File: config.mk
export PLATFORM = sky130hd
export DESIGN_NAME = scan_digit_mux
export DESIGN_NICKNAME = d
export VERILOG_FILES = /design/src/rtl/scan_digit_mux.sv
export SDC_FILE = /design/constraint.sdc
export NUM_CORES = 1
export LEC_CHECK = 0
export CAP_MARGIN = 15
export CELL_PAD_IN_SITES_DETAIL_PLACEMENT = 0
export CELL_PAD_IN_SITES_GLOBAL_PLACEMENT = 1
export CORE_MARGIN = 4
export CORE_UTILIZATION = 25
export DETAILED_ROUTE_END_ITERATION = 12
export GPL_TIMING_DRIVEN = 0
export PLACE_DENSITY = 0.49
export SLEW_MARGIN = 20
export SYNTH_ARGS = -nofsm -noshare
export SYNTH_HDL_FRONTEND = slang
export SYNTH_SLANG_ARGS = --single-unit
File: constraint.sdc
create_clock -name clk -period 9.4 [get_ports clk]
set_input_delay 1.41 -clock clk [delete_from_list [all_inputs] [get_ports clk]]
set_output_delay 1.41 -clock clk [all_outputs]
set_load 0.02 [all_outputs]
File: src/rtl/scan_digit_mux.sv
// Time-multiplexed seven-segment digit scanner with per-digit masking,
// leading-zero blanking, frame-coherent input snapshot and guard interval.
module scan_digit_mux #(
  parameter int unsigned N_DIGITS = 8,
  parameter int unsigned DW       = 4,
  parameter int unsigned DIV      = 100000,
  parameter int unsigned GUARD    = 0,
  localparam int unsigned IW      = $clog2(N_DIGITS)
) (
  input  logic                   clk,
  input  logic                   rst_n,
  input  logic                   en,
  input  logic [N_DIGITS*DW-1:0] din,
  input  logic [N_DIGITS-1:0]    dig_mask,
  input  logic                   blank_lz,
  output logic [N_DIGITS-1:0]    an_n,
  output logic [DW-1:0]          dig_val,
  output logic [IW-1:0]          dig_idx,
  output logic                   blank,
  output logic                   frame_start
);

  localparam int unsigned PW = $clog2(DIV);
  localparam int unsigned AW = N_DIGITS * DW;
  localparam logic [PW-1:0] P_LAST = PW'(DIV - 1);
  localparam logic [IW-1:0] I_LAST = IW'(N_DIGITS - 1);

  logic [PW-1:0]       p;
  logic [PW-1:0]       p_nxt;
  logic [IW-1:0]       idx;
  logic [IW-1:0]       idx_nxt;
  logic [AW-1:0]       din_sh;
  logic [N_DIGITS-1:0] mask_sh;
  logic                lz_sh;
  logic                load_pending;

  logic                load_c;
  logic                update_c;
  logic [AW-1:0]       src_din;
  logic [N_DIGITS-1:0] src_mask;
  logic                src_lz;
  logic [DW-1:0]       val_nxt;
  logic                blank_nxt;
  logic                guard_ok;
  logic [N_DIGITS-1:0] an_nxt;

  // Dark if masked, or if LZ blanking is on and no lit non-zero digit sits at or above i.
  function automatic logic digit_blank(
    input logic [AW-1:0]       d,
    input logic [N_DIGITS-1:0] m,
    input logic                lz,
    input logic [IW-1:0]       i
  );
    logic live_above;
    live_above = 1'b0;
    for (int j = 0; j < int'(N_DIGITS); j++) begin
      if (IW'(j) >= i && m[j] && d[j*DW +: DW] != '0) live_above = 1'b1;
    end
    return !m[i] || (lz && i != '0 && !live_above);
  endfunction

  // Prescaler / digit index sequencing and frame-load decision.
  always_comb begin
    p_nxt    = p;
    idx_nxt  = idx;
    load_c   = 1'b0;
    update_c = 1'b0;
    if (en) begin
      if (load_pending) begin
        load_c   = 1'b1;
        update_c = 1'b1;
        idx_nxt  = '0;
        p_nxt    = '0;
      end else if (p == P_LAST) begin
        update_c = 1'b1;
        p_nxt    = '0;
        if (idx == I_LAST) begin
          idx_nxt = '0;
          load_c  = 1'b1;
        end else begin
          idx_nxt = idx + IW'(1);
        end
      end else begin
        p_nxt = p + PW'(1);
      end
    end
  end

  // The digit presented at a frame load is taken from the live inputs, not the stale shadow.
  always_comb begin
    src_din   = load_c ? din : din_sh;
    src_mask  = load_c ? dig_mask : mask_sh;
    src_lz    = load_c ? blank_lz : lz_sh;
    val_nxt   = src_din[idx_nxt*DW +: DW];
    blank_nxt = update_c ? digit_blank(src_din, src_mask, src_lz, idx_nxt) : blank;
    an_nxt    = '1;
    if (en && !blank_nxt && guard_ok) an_nxt[idx_nxt] = 1'b0;
  end

  generate
    if (GUARD == 0) begin : g_no_guard
      assign guard_ok = 1'b1;
    end else begin : g_guard
      assign guard_ok = (p_nxt >= PW'(GUARD));
    end
  endgenerate

  always_ff @(posedge clk) begin
    if (!rst_n) begin
      p            <= '0;
      idx          <= '0;
      din_sh       <= '0;
      mask_sh      <= '0;
      lz_sh        <= 1'b0;
      load_pending <= 1'b1;
      an_n         <= '1;
      dig_val      <= '0;
      dig_idx      <= '0;
      blank        <= 1'b1;
      frame_start  <= 1'b0;
    end else begin
      p           <= p_nxt;
      idx         <= idx_nxt;
      an_n        <= an_nxt;
      frame_start <= load_c;
      if (load_c) begin
        din_sh       <= din;
        mask_sh      <= dig_mask;
        lz_sh        <= blank_lz;
        load_pending <= 1'b0;
      end
      if (update_c) begin
        dig_idx <= idx_nxt;
        dig_val <= val_nxt;
        blank   <= blank_nxt;
      end
    end
  end

endmodule
# [Yosys cells after proc, flatten, opt, wreduce, memory -nomap -nowiden]
# Index checks and enable logic that the tools add are counted.
[classes] n_div=0 shift=1 n_eq_ne=2 add_sub_neg=2 bitwise_logic=1 n_mux=29 n_reduce_logical=34 n_lt_le_gt_ge=10 mul=0
[ops] operator="two-way mux 17 bit" n=2
[ops] operator="two-way mux 32 bit" n=1
[ops] operator="nonzero test 4 bit" n=8
[ops] operator="variable part select 32 x 6 -> 4 bit" n=1
[ops] operator="logical AND 1 bit" n=20
[ops] operator="two-way mux 1 bit" n=19
[ops] operator="adder 17 x 1 -> 17 bit, second input constant" n=1
[ops] operator="equality test 17 bit, second input constant" n=1
[ops] operator="greater-or-equal comparator 3 bit, first input constant" n=4
[ops] operator="two-way mux 3 bit" n=4
[ops] operator="two-way mux 8 bit" n=1
[ops] operator="inverter 8 bit" n=1
[ops] operator="greater-or-equal comparator 1 x 3 -> 1 bit, first input constant" n=2
[ops] operator="greater-or-equal comparator 2 x 3 -> 1 bit, first input constant" n=2
[ops] operator="< comparator 3 x 4 -> 1 bit, second input constant" n=1
[ops] operator="adder 3 x 1 -> 3 bit, second input constant" n=1
[ops] operator="binary-select mux 1 bit (select 3 bit)" n=1
[ops] operator="demux 1 bit (select 3 bit)" n=1
[ops] operator="equality test 3 bit, second input constant" n=1
[ops] operator="greater-or-equal comparator 3 x 1 -> 1 bit, second input constant" n=1
[ops] operator="zero test 1 bit" n=3
[ops] operator="nonzero test 3 bit" n=1
[ops] operator="AND reduction 2 bit" n=1
[ops] operator="logical OR 1 bit" n=1
[word_totals] latch_bits=0 inputBits=44 out_inout_bits=17 romBits=0 reg_bits=79 n_memories=0 ram_bits=0 wordCells=90

# [Logic depth before layout (Yosys ltp)]
[logic_depth] word_depth=23 depth_mapped=11 depth_no_buf=10

# [Least setup slack after synthesis]
# OpenSTA, ideal clock, no wires.
[synth_timing] kind="input to register" start="input port en" end="register an_n[0]" required_time_ns=9.334 cell_stages=9 n_path_buf=2 setup_time_ns=0.066 setup_slack_ns=6.083 t_arrival_ns=3.252 cell_sequence="bufbuf_16 > and2b_2 > a31oi_2 > a211oi_4 > a311oi_1 > or4_1 > o221a_1 > buf_6 > nand4_1"
[synth_via] elab_chain_cells=19
[synth_lines] element="start, declared" line_no="12" rtl="input logic en,"
[synth_lines] element="two-way mux 3 bit / two-way mux 1 bit (equally long branches)" line_no="68" rtl="if (en) begin"
[synth_lines] element="greater-or-equal comparator 1 x 3 -> 1 bit (tied with other cells)" line_no="57" rtl="if (IW'(j) >= i && m[j] && d[j*DW +: DW] != '0) live_above = 1'b1;"
[synth_lines] element="logical AND 1 bit / nonzero test 4 bit (equally long branches)" line_no="57"
[synth_lines] element="logical AND 1 bit" line_no="57"
[synth_lines] element="two-way mux 1 bit (8 in a row)" line_no="57"
[synth_lines] element="zero test 1 bit" line_no="59" rtl="return !m[i] || (lz && i != '0 && !live_above);"
[synth_lines] element="logical AND 1 bit" line_no="59"
[synth_lines] element="logical OR 1 bit" line_no="59"
[synth_lines] element="two-way mux 1 bit" line_no="95" rtl="blank_nxt = update_c ? digit_blank(src_din, src_mask, src_lz, idx_nxt) : blank;"
[synth_lines] element="zero test 1 bit" line_no="97" rtl="if (en && !blank_nxt && guard_ok) an_nxt[idx_nxt] = 1'b0;"
[synth_lines] element="logical AND 1 bit" line_no="97"
[synth_lines] element="AND reduction 2 bit (no source line)"
[synth_lines] element="end signal, assigned" line_no="124" rtl="an_n <= an_nxt;"
[synth_lines] element="end, declared" line_no="16" rtl="output logic [N_DIGITS-1:0] an_n,"
# Parallel ways exist; a longest one is shown, timed or not. The select of a mux whose other input is x is not followed.
# A chain may end at the register's enable or synchronous reset.

# [Final worst setup path]
[layout_timing] start="input port din[27]" end="register an_n[0]"
[layout_via] elab_chain_cells=12
[layout_lines] element="start, declared" line_no="13" rtl="input logic [N_DIGITS*DW-1:0] din,"
[layout_lines] element="two-way mux 32 bit"
[layout_lines] element="nonzero test 4 bit" line_no="57"
[layout_lines] element="logical AND 1 bit" line_no="57"
[layout_lines] element="two-way mux 1 bit (2 in a row)" line_no="57"
[layout_lines] element="zero test 1 bit" line_no="59"
[layout_lines] element="logical AND 1 bit" line_no="59"
[layout_lines] element="logical OR 1 bit" line_no="59"
[layout_lines] element="two-way mux 1 bit" line_no="95"
[layout_lines] element="zero test 1 bit" line_no="97"
[layout_lines] element="logical AND 1 bit" line_no="97"
[layout_lines] element="AND reduction 2 bit (no source line)"
# No other way between the ends.

==> metrics.md <==
| Metric | Value |
|---|---|
| FMAX | 287 MHz |
| Reg clk slew, reported paths | 0.06 ns |
| Global-route wire length before repair | 18200 um |
| Synth Area in Adders | 1.01% |
| TritonCTS clock tree | yes |
| Max-slew headroom at the worst pin | 52.0% |
| Cell Rows | 44 |
| Per-cell routed wire length | 18.2 um |
| Ys Warns | 0 |
| Drt first pass iters | 4 |
| Worst hold path type | flip-flop to flip-flop |
| Post_cts resized | 0 |
| #FFs+latches synth | 79 |
| Crit-path max FO | 9 |
| Async S/R FF share, synth | 0% |
| Clock latency on the worst-skew pair | 0.35 ns |
| Arr. time, crit path | 3.76 ns |
| Critical path class | input port to flip-flop |
| Syn-to-layout area delta | 29.8% |
| Worst Tran Pin Value | 0.710 ns |
| Post-Synthesis Cell Area | 3720 um^2 |
| Ys flop type | dfxtp_1 |
| Crit end category | flip-flop |
| Postcts setup bufs | 0 |
| Finish-stage setup viols | 0 |
| Initial antenna violation count | 0 |
| Placer Congestion | 0.754 |
| CTS Buf Count | 9 |
| Syn Inst Count | 387 |
| Yosys cell types | 53 |
| Max-cap violations | 0 |
| Post-synthesis simple-gate area fraction | 18.7% |
| Core area | 14600 um^2 |
| Syn_nets | 434 |
| Final routed DRC violation total | 0 |
| Final WL | 11700 um |
| Diodes inserted | 0 |
| Placed Instances | 629 |
| Critical Path RT | 9.67 ns |
| Antenna-violating nets left | 0 |
| GRT overflow | 0 |
| Fin nets | 503 |
| Final hold violation count | 0 |
| Area after DPL | 4530 um^2 |
| Synth Area per Inst | 9.62 um^2 |
| CTS sink cnt | 79 |
| Hold Crit Start | dig_idx[0] |
| P_leak | 1.73 nW |
| Dpl hpwl | 9260 um |
| Crit path launch type | input port |
| Worst setup startpoint | din[27] |
| Vias in the first global route | 3208 |
| PwrDens | 165 nW/um^2 |
| I/O pin count | 61 |
| DIE HEIGHT | 130 um |
| Status | completed |
| Layout cells sized above 1 | 11.5% |
| Skew final | 0.00962 ns |
| RSZ-0062 raised after global routing | false |
| Clk buf depth | 2 |
| Setup TNS Final | 0 ns |
| Routed vias/inst | 4.80 |
| Gr usage total | 14.5% |
| Seq/Total Area, Yosys | 42.5% |
| Root buffer cell | clkbuf_16 |
| DRT iter0 DRCs | 157 |
| Largest net degree at the start of global routing | 15 |
| Main combinational cell family by area after synthesis | simple AND/OR/NAND/NOR gates |
| Number of synthesized flops with an enable pin | 0 |
| Post-CTS Hold Buffers | 0 |
| Synth Area in Compound Gates | 14.8% |
| Final instance area | 4830 um^2 |
| Worst R2R Start | p[6] |
| Initial Util | 25.5% |
| Max IR drop VDD | 0.0613 mV |
| Synth Area in XOR/XNOR | 3.53% |
| Mux contribution to synthesized area | 12.7% |
| I/O Buffers | 58 |
| Slew Viols, Final | 0 |
| Horiz. Die Dim | 130 um |
| Final cell count without fillers | 645 |
| Minimum clock period | 3.49 ns |
| Total power | 0.000796 W |
| Vias post-DR | 3094 |
| Final cycle utilization of the critical path | 37.1% |
| H-tree levels | 3 |
| DIE AREA | 16900 um^2 |
## sequential cells by signal, summed over array words and instances (netlist names)
register / cells
an_n: 8
frame_start: 1
dig_val: 4
blank: 1
mask_sh: 8
dig_idx: 3
idx: 3
load_pending: 1
p: 17
lz_sh: 1
din_sh: 32
## Yosys cell counts (2+ instances only)
master     n  area share, %
nand3_1   13            1.7
ha_1       3            1.0
xnor2_1    3           0.71
o21ai_0    5           0.67
nand4_1   13            2.2
nor2_1    71            7.2
clkbuf_8   8            3.0
mux2i_1   44             12
nand2_1   21            2.1
o31ai_1    4           0.81
o32ai_1   16            3.8
mux2_2     3           0.91
a21o_1     2           0.40
and3_2     2           0.40
a21oi_1    9            1.2
a31oi_1    3           0.50
inv_1      5           0.50
nor3_1    10            1.3
buf_4      3           0.60
a311oi_1   2           0.47
o41ai_1   13            3.1
and2b_2    2           0.47
and3_1     4           0.67
dfxtp_1   79             42
xor2_1    12            2.8
a32oi_1    2           0.47
buf_6      2           0.60
clkbuf_1   6           0.60
buf_2      3           0.40
## cell type report
| cell class | instances | area [um^2] |
|---|---|---|
| repair buffers | 58 | 581 |
| multi-input cells | 278 | 1890 |
| flip-flops and latches | 79 | 1580 |
| well taps | 184 | 230 |
| fillers | 1504 | 9760 |
| plain buffers | 23 | 225 |
| clock buffers | 10 | 229 |
| inverters | 7 | 26.3 |
| clock inverters | 6 | 70.1 |
## cells in the final DEF (no fill, tap or decap), types with 4 or more instances in the layout
cell type	Yosys	layout
a21oi_1	9	9
and3_1	4	4
clkbuf_1	6	7
clkbuf_16	0	9
clkbuf_8	8	8
clkdlybuf4s50_1	0	58
dfxtp_1	79	79
inv_1	5	5
mux2i_1	44	44
nand2_1	21	21
nand3_1	13	13
nand4_1	13	13
nor2_1	71	71
nor3_1	10	10
o21ai_0	5	5
o31ai_1	4	4
o32ai_1	16	16
o41ai_1	13	13
xor2_1	12	12
## logic make-up (layout without fill, tap and decap cells)
group                      count (synthesis)  count (layout)
AOI/OAI and AO/OA                         68              68
xor gates and xnor gates                  15              15
adders and majority gates                  3               3
buffers and inverters                     30             104
DFF                                       79              79
muxes                                     47              47
and+or+nand+nor                          145             145
## per-stage QoR
step	hold WS (ns)	setup WS, ns	utilization (%)
final	0.466	5.91	33.1
after detailed placement	0.458	5.59	31.1
after floorplan	0.456	6.08	-
after CTS	0.472	5.95	33.1
after global routing	0.484	5.75	33.1
after global placement	0.458	5.51	31.1
## where the power goes
part | internal (W) | switching (W) | total, W
logic | 0.0000435 | 0.0000487 | 0.0000922
clock network | 0.000207 | 0.000145 | 0.000352
registers | 0.000346 | 0.00000551 | 0.000352
total | 0.000597 | 0.000199 | 0.000796
## routing by layer
metal	global-route usage (%)	routed length, um
met1	20.2	5750
met2	22.5	5230
met3	2.58	576
met4	5.32	192
met5	0	0
## critical path, cell delays in order
cell	delay, ns
clkdlybuf4s50_1	0.44
o41ai_1	0.67
a311oi_1	0.18
or4_1	0.53
o221a_1	0.29
buf_6	0.15
nand4_1	0.08
## path summary, 6_finish.rpt
path | end | slack (ns) | cells past startpoint
setup / recovery | an_n[0] | 5.91 | 7
hold reg to reg | dig_idx[0] | 0.47 | 2
hold / removal | dig_idx[0] | 0.47 | 2
setup reg to reg | an_n[0] | 5.94 | 9
(Power assumes the default switching activity.)
